--- src/rtl/axis_pkt_source.sv ---
// axis_pkt_source: AXI-Stream byte packet generator with incrementing payload,
// programmable packet length/count, inter-packet gap and tready back-pressure.
`default_nettype none

module axis_pkt_source #(
  parameter int LEN_W      = 13,
  parameter int CNT_W      = 16,
  parameter int GAP_CYCLES = 2
) (
  input  logic             clk,
  input  logic             reset_n,
  input  logic             start,
  input  logic [LEN_W-1:0] pkt_len,
  input  logic [CNT_W-1:0] num_pkts,
  input  logic [7:0]       seed,
  output logic [7:0]       m_tdata,
  output logic             m_tvalid,
  input  logic             m_tready,
  output logic             m_tlast,
  output logic             w_en,
  output logic             busy,
  output logic             done,
  output logic [CNT_W-1:0] pkts_sent
);

  localparam int GAP_W = (GAP_CYCLES < 2) ? 1 : $clog2(GAP_CYCLES);
  localparam logic [GAP_W-1:0] GAP_LAST = GAP_W'(GAP_CYCLES - 1);

  typedef enum logic [1:0] {
    S_IDLE = 2'd0,
    S_SEND = 2'd1,
    S_GAP  = 2'd2,
    S_DONE = 2'd3
  } state_t;

  state_t           state_q, state_d;
  logic [7:0]       data_q, data_d;
  logic             valid_q, valid_d;
  logic             last_q, last_d;
  logic             busy_q, busy_d;
  logic             done_q, done_d;
  logic [CNT_W-1:0] pkts_q, pkts_d;
  logic [CNT_W-1:0] num_q, num_d;
  logic [LEN_W-1:0] len_q, len_d;
  logic [LEN_W-1:0] beat_q, beat_d;
  logic [GAP_W-1:0] gap_q, gap_d;

  logic [CNT_W-1:0] pkts_inc;
  logic [LEN_W-1:0] beat_inc;

  assign pkts_inc = pkts_q + CNT_W'(1);
  assign beat_inc = beat_q + LEN_W'(1);

  always_ff @(posedge clk) begin
    if (!reset_n) begin
      state_q <= S_IDLE;
      data_q  <= '0;
      valid_q <= 1'b0;
      last_q  <= 1'b0;
      busy_q  <= 1'b0;
      done_q  <= 1'b0;
      pkts_q  <= '0;
      num_q   <= '0;
      len_q   <= '0;
      beat_q  <= '0;
      gap_q   <= '0;
    end else begin
      state_q <= state_d;
      data_q  <= data_d;
      valid_q <= valid_d;
      last_q  <= last_d;
      busy_q  <= busy_d;
      done_q  <= done_d;
      pkts_q  <= pkts_d;
      num_q   <= num_d;
      len_q   <= len_d;
      beat_q  <= beat_d;
      gap_q   <= gap_d;
    end
  end

  always_comb begin
    state_d = state_q;
    data_d  = data_q;
    valid_d = valid_q;
    last_d  = last_q;
    busy_d  = busy_q;
    done_d  = 1'b0;
    pkts_d  = pkts_q;
    num_d   = num_q;
    len_d   = len_q;
    beat_d  = beat_q;
    gap_d   = gap_q;

    case (state_q)
      S_IDLE: begin
        if (start) begin
          pkts_d = '0;
          len_d  = pkt_len;
          num_d  = num_pkts;
          beat_d = '0;
          if ((pkt_len != '0) && (num_pkts != '0)) begin
            state_d = S_SEND;
            data_d  = seed + 8'd1;
            valid_d = 1'b1;
            last_d  = (pkt_len == LEN_W'(1));
            busy_d  = 1'b1;
          end else begin
            state_d = S_DONE;
            done_d  = 1'b1;
          end
        end
      end

      S_SEND: begin
        if (valid_q && m_tready) begin
          data_d = data_q + 8'd1;
          if (last_q) begin
            pkts_d = pkts_inc;
            beat_d = '0;
            if (pkts_inc == num_q) begin
              state_d = S_DONE;
              valid_d = 1'b0;
              last_d  = 1'b0;
              busy_d  = 1'b0;
              done_d  = 1'b1;
            end else if (GAP_CYCLES > 0) begin
              state_d = S_GAP;
              valid_d = 1'b0;
              last_d  = 1'b0;
              gap_d   = '0;
            end else begin
              // back-to-back: next packet's first beat follows with no bubble
              last_d = (len_q == LEN_W'(1));
            end
          end else begin
            beat_d = beat_inc;
            last_d = (beat_inc == (len_q - LEN_W'(1)));
          end
        end
      end

      S_GAP: begin
        if (gap_q == GAP_LAST) begin
          state_d = S_SEND;
          valid_d = 1'b1;
          last_d  = (len_q == LEN_W'(1));
        end else begin
          gap_d = gap_q + GAP_W'(1);
        end
      end

      S_DONE: begin
        state_d = S_IDLE;
      end

      default: begin
        state_d = S_IDLE;
      end
    endcase
  end

  assign m_tdata   = data_q;
  assign m_tvalid  = valid_q;
  assign m_tlast   = last_q;
  assign w_en      = valid_q;
  assign busy      = busy_q;
  assign done      = done_q;
  assign pkts_sent = pkts_q;

endmodule

`default_nettype wire
--- config.mk ---
export PLATFORM = sky130hd
export DESIGN_NAME = axis_pkt_source
export DESIGN_NICKNAME = d
export VERILOG_FILES = /design/src/rtl/axis_pkt_source.sv
export SDC_FILE = /design/constraint.sdc
export NUM_CORES = 1
export LEC_CHECK = 0
export BUFFER_PORTS_ARGS = -buffer_cell sky130_fd_sc_hd__clkbuf_2
export CAP_MARGIN = 20
export CORE_MARGIN = 3
export CORE_UTILIZATION = 52
export CTS_CLUSTER_SIZE = 14
export DETAILED_ROUTE_END_ITERATION = 10
export GPL_ROUTABILITY_DRIVEN = 0
export HOLD_SLACK_MARGIN = 0.12
export PLACE_DENSITY = 0.78
export SKIP_CTS_REPAIR_TIMING = 1
export SYNTH_ARGS = -nofsm -noshare
export SYNTH_HDL_FRONTEND = slang
export SYNTH_SLANG_ARGS = --single-unit
--- constraint.sdc ---
create_clock -name clk -period 2.5 [get_ports clk]
set_input_delay 0.125 -clock clk [delete_from_list [all_inputs] [get_ports clk]]
set_output_delay 0.125 -clock clk [all_outputs]
set_load 0.02 [all_outputs]
==> flow_summary.toml, run 1 <==
[power_and_ir_drop]
p_switching_mw = 2.03
power_leakage_nw = 2.33
power.density_mw_per_mm2 = 854
comb_power_share_pct = 46.7
p_sw_share_pct = 40.4
p_clk_share_pct = 23.4
total_power_mw = 5.04
ir_worst_vdd_mv = 0.592
p_int_mw = 3.00
seqPwrFrac_pct = 29.9

[final_layout]
antenna_cells = 0
final_common_cell = "nand2_1"
fin_cells = 846
fin_nets = 787
mostFrequentLayoutCells = "nand2_1, dfxtp_1, clkbuf_2"
area.growth.synth_to_final_pct = 26.0
final_layout_size_suffix_gt1_share_pct = 19.0

[global_routing]
grt_pass1_wl_um = 22200
grt.total_usage_pct = 26.8
grt-ovfl-total = 0
grt_pass1_vias = 4631
antenna_found_initial = 0
grt_max_degree = 38

[clock_network]
clockRootBuffer = "clkbuf_8"
htree_levels = 3
cts.path.max_buffers = 2
clock_sink_count = 73
clk_pin_slew_ns = 0.08
clock_latency_ns = 0.36
numCtsBuffers = 9
cts_tree = "built"

[min_path]
hold_class = "in2reg"
min_from = "seed[3]"
worstHoldPathCells = 4
hold_end = "m_tdata[3]$_SDFFE_PN0P_"

[critical_path]
r2r_end = "m_tlast$_SDFFE_PN0P_"
cp.arrival_ns = 2.72
worstPathRequired_ns = 2.74
cp_max_fo = 6
start_kind = "primary input"
r2r-start = "len_q[1]$_SDFFE_PN0P_"
critical_path_class = "in2reg"
reg2regPathDepth = 8
crit_start = "num_pkts[15]"
rrSetupSlack_ns = 0.06
cp-end-kind = "flip-flop"

[floorplan]
start_util_pct = 55.3
rows = 33
die_y_um = 101
io_pins = 70
core-area_mm2 = 0.00846
dieWidth_um = 101
die_area_mm2 = 0.0102

[logic_synthesis]
ys.flop_type = "dfxtp_1"
synth_seq_area_share_pct = 31.2
synthCells = 627
syn-num-nets = 678
synthDistinctLibCells = 64
synth_area_mm2 = 0.00468
synth-edff-count = 0
yosysWarnings = 0
avgSynthCellArea_um2 = 7.47
synthArstFlopShare_pct = 0
synth-seq-cells = 73

[sta]
slew_headroom_pct = 54.2
min_period_over_period_pct = 99.3
slew_viol_final = 0
worst_pin_slew_ns = 0.685
holdWs_ns = 0.147
hold_violations = 0
finalCriticalPeriod_ns = 2.48
max_clock_freq_mhz = 403
finalClockSkew_ns = 0.00944
rsz0062_at_grt = "yes"
setup_violations = 0

[status]
status = "finished, final reports clean"

[routing]
ant_nets = 0
wl_per_cell_um = 16.8
routed_wl_um = 14200
dr_total_vias = 5231
drtPass1Iterations = 7
first_iter_violations = 477
drc = 0
viasPerCell = 6.18

[place]
port_buffers = 69
placed_cells = 800
dp_hpwl_um = 9860

[flow_run]
max_cap_viol_count = 0
state kept, by name, indices dropped and copies added (netlist names):
signal / cells
num_q: 16
pkts_sent: 16
beat_q: 13
len_q: 13
m_tdata: 8
state_q: 2
busy: 1
done: 1
gap_q: 1
m_tlast: 1
m_tvalid: 1
cell families (layout without fill, tap and decap cells):
logic type               Yosys count  after routing  share of synthesized area (%)
AND/OR/NAND/NOR                  272            272                           29.1
AO/OA/AOI/OAI                    160            160                           21.2
flip-flops                        73             73                           31.2
buffers and inverters             54            168                           4.46
XOR/XNOR                          50             50                           9.64
adder cells (fa/ha/maj)           10             10                           2.67
multiplexers                       8              8                           1.74
power by group through the flow:
stage | logic, mW | clock network [mW] | registers [mW]
2_1_floorplan | 1.55 | 0 | 1.55
3_3_place_gp | 2.19 | 0 | 1.51
4_1_cts | 2.25 | 1.18 | 1.50
5_1_grt | 2.57 | 1.24 | 1.53
6_report | 2.35 | 1.18 | 1.51
3_5_place_dp | 2.23 | 0 | 1.52
cell usage after synthesis, types with 3 or more instances:
cell type / count / area [um^2]
nor3_1: 21 / 105
mux2i_1: 7 / 70.1
dfxtp_1: 73 / 1460
o21ai_0: 28 / 140
a2111oi_0: 3 / 26.3
xnor2_1: 32 / 280
a41oi_1: 3 / 26.3
o21a_1: 7 / 52.6
nor2b_1: 9 / 56.3
nand3_1: 17 / 85.1
or4_1: 5 / 37.5
nand3b_1: 3 / 22.5
a21o_1: 3 / 22.5
nand4_1: 14 / 87.6
a21oi_1: 68 / 340
a22oi_1: 3 / 22.5
nor2_1: 50 / 188
xor2_1: 17 / 149
a32oi_1: 3 / 26.3
o22ai_1: 3 / 18.8
nand2_1: 92 / 345
nor3b_1: 4 / 30.0
nor4_1: 18 / 113
and2_1: 3 / 18.8
nand2b_1: 3 / 18.8
and3_1: 11 / 68.8
buf_1: 5 / 18.8
ha_1: 10 / 125
or3_1: 7 / 43.8
nor4b_1: 4 / 35.0
clkbuf_1: 29 / 109
a31oi_1: 11 / 68.8
inv_1: 17 / 63.8
a211oi_1: 5 / 37.5
critical path, stage by stage:
cell	delay, ns
dlygate4sd3_1	0.55
clkbuf_2	0.12
nor4_1	0.47
nand4_1	0.28
o21a_1	0.28
a31oi_1	0.44
mux2i_1	0.34
o41ai_2	0.11
cell type report:
| type | instances | area, um^2 |
|---|---|---|
| clock inverter | 4 | 98.8 |
| clock buffer | 12 | 145 |
| tap | 105 | 131 |
| sequential | 73 | 1460 |
| fill | 678 | 2560 |
| timing repair buffer | 135 | 916 |
| inverter | 17 | 63.8 |
| multi-input combinational | 500 | 3080 |
how the worst max path moves through the flow:
stage                                   end  slack [ns]  cells past startpoint
global route           m_tlast$_SDFFE_PN0P_       -0.06                      8
detailed placement     m_tlast$_SDFFE_PN0P_       -0.08                      8
floorplan           m_tdata[6]$_SDFFE_PN0P_      -0.007                     12
CTS                    m_tlast$_SDFFE_PN0P_       -0.09                      8
global placement       m_tlast$_SDFFE_PN0P_        0.08                      9
finish                 m_tlast$_SDFFE_PN0P_        0.02                      8
layer usage:
metal  vias up  GRT usage (%)  routed length, um
li1       2489              -                  -
met1      2437           34.5               5690
met2       258           44.9               6980
met3        47           3.53               1120
met4         0           11.7                427
met5         -              0                  0
per-stage QoR:
step / utilization [%] / worst slack, ns / area [um^2] / setup TNS (ns)
after global placement: 62.6 / 0.0775 / 5300 / 0
final: 69.7 / 0.0175 / 5900 / 0
after floorplan: - / -0.00656 / 4700 / -0.00656
after global routing: 69.7 / -0.0568 / 5900 / -0.0568
after detailed placement: 62.6 / -0.0751 / 5300 / -0.0751
after CTS: 65.5 / -0.0870 / 5540 / -0.0870
No activity file was read; power rests on OpenSTA's default activity.
==> run 2: changes to the inputs <==
- BUFFER_PORTS_ARGS: -buffer_cell sky130_fd_sc_hd__clkbuf_2 -> -buffer_cell sky130_fd_sc_hd__buf_2
- CELL_PAD_IN_SITES_DETAIL_PLACEMENT: unset -> 1
- CELL_PAD_IN_SITES_GLOBAL_PLACEMENT: unset -> 1
- CORE_UTILIZATION: 52 -> 42
- PLACE_DENSITY: 0.78 -> 0.82
- clock period: 2.5 -> 2.3 ns (I/O delays scaled with it)
==> run 2 against run 1 <==
Net effect:
- via count up 4.9%
- cell area up 8.7%
- the run now ends with setup timing left
- combinational power up 29%
- hold slack better by 0.0029 ns
- cell count up 7.1%
- first-iteration DRC count down 31%
- routed wire length up 36%
==> flow_summary.toml, run 2 (synthesis gave the netlist of run 1 again) <==
[status]
status = "finished with violations"
violations = "setup timing"

[critical_path]
rrSetupSlack_ns = -0.12
crit_path_max_incr_delay_ns = 0.64
r2r_end = "m_tlast$_SDFFE_PN0P_"
cpMostUsedCell = "xnor2_1"
crit_start = "len_q[1]$_SDFFE_PN0P_"
worstPathRequired_ns = 2.58
crit_family = "simple AND/OR/NAND/NOR gates"
crit_path_cell_trace = "or4_1 > nor4_2 > xnor2_1 > xnor2_1 > or4_4 > o41ai_2"
cp.arrival_ns = 2.70
slowest_stage = "or4_1"
reg2regPathDepth = 6
critical_path_class = "reg2reg"
r2r-start = "len_q[1]$_SDFFE_PN0P_"
cp-end-kind = "flip-flop"
cp_max_fo = 4
start_kind = "flip-flop"
crit_buf_inv = 0

[floorplan]
start_util_pct = 44.2
rows = 37
die_area_mm2 = 0.0125
die_y_um = 112
io_pins = 70
core-area_mm2 = 0.0106
dieWidth_um = 112

[sta]
setup_violations = 1
slew_viol_final = 0
min_period_over_period_pct = 105
finalCriticalPeriod_ns = 2.42
worst_pin_slew_ns = 0.643
rsz0062_at_grt = "yes"
max_clock_freq_mhz = 413
finalClockSkew_ns = 0.00905
hold_violations = 0
slew_headroom_pct = 56.7
layout_setup_ws_ns = -0.123

[clock_network]
clock_sink_count = 73
cts.path.max_buffers = 2
cts_tree = "built"
htree_levels = 3
clock_latency_ns = 0.38
numCtsBuffers = 9
clk_pin_slew_ns = 0.09
clockRootBuffer = "clkbuf_8"

[global_routing]
grt_pass1_vias = 5359
grt_pass1_wl_um = 27300
grt.total_usage_pct = 26.8
antenna_found_initial = 0
grt-ovfl-total = 0
grt_max_degree = 56

[routing]
dr_total_vias = 5489
first_iter_violations = 330
ant_nets = 0
drtPass1Iterations = 4
routed_wl_um = 19300
wl_per_cell_um = 21.3
viasPerCell = 6.06
drc = 0

[min_path]
worstHoldPathCells = 4
hold_end = "m_tdata[3]$_SDFFE_PN0P_"
hold_class = "in2reg"
min_from = "seed[3]"

[power_and_ir_drop]
total_power_mw = 5.99
ir_worst_vdd_mv = 0.625
power.density_mw_per_mm2 = 934
power_leakage_nw = 2.61

[final_layout]
fill_cells = 1333
multi_input_area_mm2 = 0.00330
mostFrequentLayoutCells = "nand2_1, buf_2, a21oi_1"
fin_nets = 816
seq_area_mm2 = 0.00148
fin_cells = 906
stdcell_area_mm2 = 0.00641
final_layout_size_suffix_gt1_share_pct = 26.6
area.growth.synth_to_final_pct = 36.9
final_common_cell = "nand2_1"
antenna_cells = 0

[place]
dp_hpwl_um = 12300
dpl_cell_area_mm2 = 0.00553
port_buffers = 69
placed_cells = 850

[flow_run]
max_cap_viol_count = 0
-- run 2: tightest hold or removal path: cells and delay by family --
kind | cells | cell delay, ns
and+or+nand+nor | 2 | 0.17
buffers and inverters | 1 | 0.12
AOI/OAI and AO/OA | 1 | 0.07
-- run 2: cell type report --
type                            count  share of cell area, %
Sequential cell                    73                   23.0
Clock buffer                       10                   2.15
Inverter                           17                   1.03
Timing Repair Buffer              164                   17.9
Clock inverter                      6                   1.78
Multi-Input combinational cell    500                   51.5
Tap cell                          136                   2.65
-- run 2: stage by stage --
stage	util (%)	setup TNS (ns)	hold WS, ns	worst slack (ns)
floorplan	-	0	0.243	0.0109
CTS	54.6	-1.16	-0.0226	-0.323
global placement	52.2	0	0.367	0.0108
detailed placement	52.2	-0.446	0.378	-0.158
finish	60.5	-0.123	0.150	-0.123
global route	60.5	-0.732	0.139	-0.208
-- run 2: worst max-delay path by stage --
stage | to | slack, ns | depth (start not counted)
after floorplan | m_tdata[2]$_SDFFE_PN0P_ | 0.01 | 9
after detailed placement | done$_SDFF_PN0_ | -0.16 | 7
after CTS | busy$_SDFFE_PN0P_ | -0.32 | 7
after global placement | done$_SDFF_PN0_ | 0.01 | 8
final | m_tlast$_SDFFE_PN0P_ | -0.12 | 6
after global routing | m_tlast$_SDFFE_PN0P_ | -0.21 | 9
-- run 2: report_power, final --
part	total, mW	internal, mW	leakage [nW]	switching [mW]
combinational	3.02	1.23	1.90	1.79
clock	1.32	0.754	0.119	0.567
sequential	1.65	1.44	0.599	0.204
total	5.99	3.43	2.61	2.56
-- run 2: per-layer routing --
layer	vias up	wire length [um]	GRT usage (%)	part of all wire (%)
met5	-	0	0	0
met3	58	798	4.62	4.1
met2	199	10200	48.0	53
met1	2687	7520	31.4	39
met4	0	750	11.4	3.9
li1	2545	-	-	-
